[src/rtl/arbiter_vc_dest.sv]
// -----------------------------------------------------------------------------
// arbiter_vc_dest
//
// Arbitration and routing stage that sits directly behind the two virtual-
// channel FIFOs. Each cycle it pops at most one word, with vc0 strictly ahead
// of vc1. The popped word arrives on data_mux_* one cycle later. It is then
// steered, one cycle after that, to destination d0 or d1 by bit DEST_BIT of
// the word. Destination back-pressure stalls popping. Upstream FIFO errors
// park the block in a sticky ERROR state until reset.
//
// Ports
//   clk, reset_L                  clock, asynchronous active-low reset
//   fifo_empty_vc0/1              VC FIFO empty flags
//   fifo_error_vc0/1              VC FIFO error flags
//   data_mux_0/1   [DATA_SIZE]    VC FIFO pop data, valid the cycle after a pop
//   fifo_pause_d0/1               destination almost-full back-pressure
//   pop_vc0/1                     pop strobes (combinational, one-hot or zero)
//   push_d0/1                     destination push strobes (registered)
//   data_d0/1      [DATA_SIZE]    destination push data (registered, held)
//   cnt_d0/1       [COUNT_W]      words pushed per destination, wraps
//   arb_error                     sticky error flag
//   state          [2]            RESET=0, IDLE=1, ACTIVE=2, ERROR=3
// -----------------------------------------------------------------------------
module arbiter_vc_dest #(
    parameter int DATA_SIZE = 6,
    parameter int DEST_BIT  = 4,
    parameter int COUNT_W   = 8
) (
    input  logic                 clk,
    input  logic                 reset_L,
    input  logic                 fifo_empty_vc0,
    input  logic                 fifo_empty_vc1,
    input  logic                 fifo_error_vc0,
    input  logic                 fifo_error_vc1,
    input  logic [DATA_SIZE-1:0] data_mux_0,
    input  logic [DATA_SIZE-1:0] data_mux_1,
    input  logic                 fifo_pause_d0,
    input  logic                 fifo_pause_d1,
    output logic                 pop_vc0,
    output logic                 pop_vc1,
    output logic                 push_d0,
    output logic                 push_d1,
    output logic [DATA_SIZE-1:0] data_d0,
    output logic [DATA_SIZE-1:0] data_d1,
    output logic [COUNT_W-1:0]   cnt_d0,
    output logic [COUNT_W-1:0]   cnt_d1,
    output logic                 arb_error,
    output logic [1:0]           state
);

    typedef enum logic [1:0] {
        ST_RESET  = 2'd0,
        ST_IDLE   = 2'd1,
        ST_ACTIVE = 2'd2,
        ST_ERROR  = 2'd3
    } state_t;

    state_t               state_q;
    state_t               state_d;
    logic                 go;
    logic                 any_error;
    logic                 inflight;   // a word was popped last cycle
    logic                 sel;        // that word came from vc1
    logic [DATA_SIZE-1:0] word;

    assign any_error = fifo_error_vc0 | fifo_error_vc1;

    // -------------------------------------------------------------------------
    // FSM
    // -------------------------------------------------------------------------
    // NOTE: sequential state is updated with non-blocking assignments so every
    // register samples the pre-edge values, independent of block ordering.
    always_ff @(posedge clk or negedge reset_L) begin
        if (!reset_L) begin
            state_q <= ST_RESET;
        end else begin
            state_q <= state_d;
        end
    end

    // NOTE: state_d gets a default before the case so no path leaves it
    // unassigned, which would otherwise infer a latch.
    always_comb begin
        state_d = state_q;
        case (state_q)
            ST_RESET: begin
                state_d = ST_IDLE;
            end
            ST_IDLE: begin
                if (any_error) begin
                    state_d = ST_ERROR;
                end else if (!fifo_empty_vc0 || !fifo_empty_vc1) begin
                    state_d = ST_ACTIVE;
                end
            end
            ST_ACTIVE: begin
                if (any_error) begin
                    state_d = ST_ERROR;
                end else if (fifo_empty_vc0 && fifo_empty_vc1 && !inflight) begin
                    state_d = ST_IDLE;
                end
            end
            ST_ERROR: begin
                state_d = ST_ERROR;
            end
            default: begin
                state_d = ST_RESET;
            end
        endcase
    end

    assign state     = state_q;
    assign arb_error = (state_q == ST_ERROR);

    // -------------------------------------------------------------------------
    // Pop generation
    // -------------------------------------------------------------------------
    // Either pause stalls both VCs: the destination of a word is only known
    // once it has been popped, so it cannot be filtered per destination.
    assign go = ((state_q == ST_IDLE) || (state_q == ST_ACTIVE))
                && !fifo_pause_d0 && !fifo_pause_d1;

    assign pop_vc0 = go && !fifo_empty_vc0;
    assign pop_vc1 = go && fifo_empty_vc0 && !fifo_empty_vc1;

    // -------------------------------------------------------------------------
    // Routing datapath
    // -------------------------------------------------------------------------
    assign word = sel ? data_mux_1 : data_mux_0;

    // The in-flight word is routed regardless of state or pause: the FIFO has
    // already released it, and the destinations reserve headroom for it.
    always_ff @(posedge clk or negedge reset_L) begin
        if (!reset_L) begin
            inflight <= 1'b0;
            sel      <= 1'b0;
            push_d0  <= 1'b0;
            push_d1  <= 1'b0;
            data_d0  <= '0;
            data_d1  <= '0;
            cnt_d0   <= '0;
            cnt_d1   <= '0;
        end else begin
            inflight <= pop_vc0 | pop_vc1;
            sel      <= pop_vc1;
            push_d0  <= 1'b0;
            push_d1  <= 1'b0;
            if (inflight) begin
                if (!word[DEST_BIT]) begin
                    data_d0 <= word;
                    push_d0 <= 1'b1;
                    cnt_d0  <= cnt_d0 + COUNT_W'(1);
                end else begin
                    data_d1 <= word;
                    push_d1 <= 1'b1;
                    cnt_d1  <= cnt_d1 + COUNT_W'(1);
                end
            end
        end
    end

endmodule
[config.mk]
export PLATFORM = sky130hd
export DESIGN_NAME = arbiter_vc_dest
export DESIGN_NICKNAME = d
export VERILOG_FILES = /design/src/rtl/arbiter_vc_dest.sv
export SDC_FILE = /design/constraint.sdc
export NUM_CORES = 1
export LEC_CHECK = 0
export ABC_AREA = 1
export ABC_CLOCK_PERIOD_IN_PS = 1300
export CAP_MARGIN = 30
export CORE_ASPECT_RATIO = 0.5
export CORE_MARGIN = 2
export CORE_UTILIZATION = 44
export DETAILED_ROUTE_END_ITERATION = 10
export PLACE_DENSITY = 0.81
export SYNTH_ARGS = -nofsm -noshare
export SYNTH_HDL_FRONTEND = slang
export SYNTH_SLANG_ARGS = --single-unit
[constraint.sdc]
create_clock -name clk -period 1.3 [get_ports clk]
set_input_delay 0.195 -clock clk [delete_from_list [all_inputs] [get_ports clk]]
set_output_delay 0.195 -clock clk [all_outputs]
set_load 0.02 [all_outputs]
==> results by group <==
STA
  – Hold WS: 0.161 ns
  – Final worst path period share: 132%
  – Final setup margin: -0.413 ns
  – Final TNS setup: -1.16 ns
  – Setup Skew: 0.00562 ns
  – Max Slew Vio Count: 0
  – Fin crit period: 1.71 ns
  – Setup violators final: 6
  – RSZ-0062 raised after global routing: true
  – Final Hold Vio Count: 0
  – FMAX: 584 MHz

Yosys
  – Gate Count Post-Synth: 214
  – Cell area after synthesis: 1710 sq um
  – Syn Nets: 240
  – Seq cells post-synth: 33
  – Yosys Warn Count: 0
  – Synth cell types: 27
  – Syn Area/Cell: 8.01 sq um
  – Post-synthesis sequential area ratio: 48.2%

Setup path
  – Buffers and inverters on the worst path: 3
  – Top delay family on crit path: flip-flops
  – Class of the most critical setup path: flip-flop to output pin
  – Crit path capture type: output pin
  – Critical-path top delay cell: dfrtp_2
  – CP Launch Type: flip-flop
  – Worst Path Arrival: 1.52 ns
  – CP Data Required Time: 1.11 ns
  – Crit-path cells: inv_2, ha_4, nand3b_1, buf_4, nor2_4, buf_6
  – FF-to-FF path depth: 10
  – Critical path depth: 6
  – CP Max Fanout: 2
  – CP max stage delay: 0.38 ns

Die
  – Starting Density: 47.8%
  – Die Span Y: 48.1 microns
  – Core area: 3580 sq um
  – Die footprint: 4440 sq um
  – Die width: 92.3 microns
  – Row count: 15
  – IO Pins: 55

Pwr
  – Peak supply drop: 0.000392 V
  – Clock power frac: 40.7%
  – Gate power share: 6.3%
  – Flop pwr share: 52.9%
  – Static leakage: 1.42 nW
  – Psw: 471 uW
  – Switch share: 24.3%
  – Pint: 1.47 mW
  – Pwr/cell area: 735 nW/um^2

GRT
  – Number of global-route vias before repair: 1,649
  – Largest net degree at the start of global routing: 30
  – GR Overflow Total: 0
  – Initial antenna violation count: 0
  – First-pass GRT wire length: 7.04 mm
  – Global-route usage over all layers: 21.2%

Detailed routing
  – DR WL/cell: 12.3 microns
  – Starting DRT DRC Count: 31
  – # DRC: 0
  – TritonRoute pass-1 iters: 5
  – Routed WL: 4.33 mm
  – ANT nets after route: 0
  – Vias/cell: 4.79
  – DR vias: 1,682

Clocking
  – CTS tree: built
  – H-Tree Depth: 2
  – CTS clk-pin slew, worst paths: 0.07 ns
  – Clock latency on the worst-skew pair: 0.29 ns
  – Longest Clk Path Bufs: 2
  – Sinks on the clock net: 33
  – Cts hold-fix bufs: 0
  – CTS Buf Count: 5
  – Clock Tree Root: clkbuf_8

Worst hold path
  – Hold Path Class: input port to async pin

Placed design
  – Pre-CTS setup slack: -0.602 ns
  – Placer congestion estimate: 0.786
  – Hpwl dp: 3.13 mm
  – # port buffers: 53
  – Cell count after placement: 340

Cells and area
  – Fin util: 73.5%
  – Fin nets: 325
  – Area Overhead vs Synth: 53.7%
  – Ant. Diodes: 0
  – Layout cell share with drive strength beyond 1: 22.3%
  – Layout Cells excl Fill: 351

Outcome
  – Failing checks: negative setup slack
  – Status: finished, violations left

Flow run
  – Max-cap viol count: 0
==> synthesized netlist by cell type (all sizes together) <==
master	number	area, sq um
a21oi	1	5.00
buf	3	33.8
clkinv	1	5.00
conb	1	3.75
dfrtp	33	826
ha	6	75.1
inv	21	83.8
nand2	91	357
nand3	10	55.1
nand3b	3	22.5
nand4	2	12.5
nor2	13	48.8
nor3b	1	7.51
o21ai	18	97.6
o21bai	1	7.51
or2	5	31.3
xnor2	2	25.0
xor2	2	17.5
==> metrics by stage <==
step / cell area [sq um] / total power, mW
after floorplan: 1730 / 1.07
after global placement: 2490 / 1.16
after detailed placement: 2490 / 1.17
after CTS: 2600 / 1.94
after global routing: 2640 / 1.99
final: 2640 / 1.94
==> routing by layer <==
| layer | GRT usage, % | up-vias | part of all wire (%) |
|---|---|---|---|
| met3 | 4.33 | 13 | 3.5 |
| met2 | 43.4 | 40 | 54 |
| met1 | 21.9 | 797 | 40 |
| met4 | 13.1 | 0 | 2.6 |
| li1 | - | 832 | - |
| met5 | 0 | - | 0 |
==> final cells by class <==
type	instances	area (sq um)
multi-input cells	156	845
fillers	279	950
clock buffers	5	68.8
well taps	51	63.8
inverters	22	88.8
flip-flops and latches	33	828
clock inverters	3	17.5
repair buffers	81	723
==> worst paths after layout <==
path                       slack, ns         end        from
max                            -0.41     pop_vc0    state[0]
min                             0.16    state[1]     reset_L
max reg2reg                    -0.14    state[1]    state[1]
min reg2reg                     0.47  data_d1[4]  data_d1[4]
max in group asynchronous       0.68  data_d1[1]     reset_L
min in group clk                0.47  data_d1[4]  data_d1[4]
==> placed cells by master (no fill, tap or decap), drive strengths merged, types with 2 or more instances in the layout <==
master,count
buf,33
clkbuf,5
clkdlybuf4s50,19
clkinv,3
dfrtp,33
dlygate4sd2,28
ha,6
inv,21
nand2,91
nand3,10
nand3b,3
nand4,2
nor2,13
o21ai,18
or2,5
xnor2,2
xor2,2
==> registers in the layout (all words and copies together), names as in the netlist <==
register	count
sel	1
cnt_d0	8
inflight	1
state	2
push_d0	1
data_d1	6
data_d0	5
push_d1	1
cnt_d1	8
==> logic make-up (layout without fill, tap and decap cells) <==
kind of cell	after synthesis	after routing	share of synthesized area, %
other	1	1	0.219
AND/OR/NAND/NOR	125	125	31.2
buffers and inverters	25	111	7.15
XOR/XNOR	4	4	2.48
flip-flops	33	33	48.2
adder cells (fa/ha/maj)	6	6	4.38
AO/OA/AOI/OAI	20	20	6.42
==> power groups by stage <==
stage          Sequential, mW  Combinational [mW]  Clock, mW
2_1_floorplan            1.05              0.0272          0
3_3_place_gp             1.05               0.118          0
3_5_place_dp             1.05               0.122          0
4_1_cts                  1.03               0.123      0.791
5_1_grt                  1.03               0.134      0.827
6_report                 1.03               0.123      0.789
==> repair_timing <==
action                     CTS  global route
resized for setup           62            10
setup endpoints to repair   36            12
pin swaps                    2             5
gates cloned                 0             0
buffers inserted             4             3
Power figures use the tool's default switching activity.
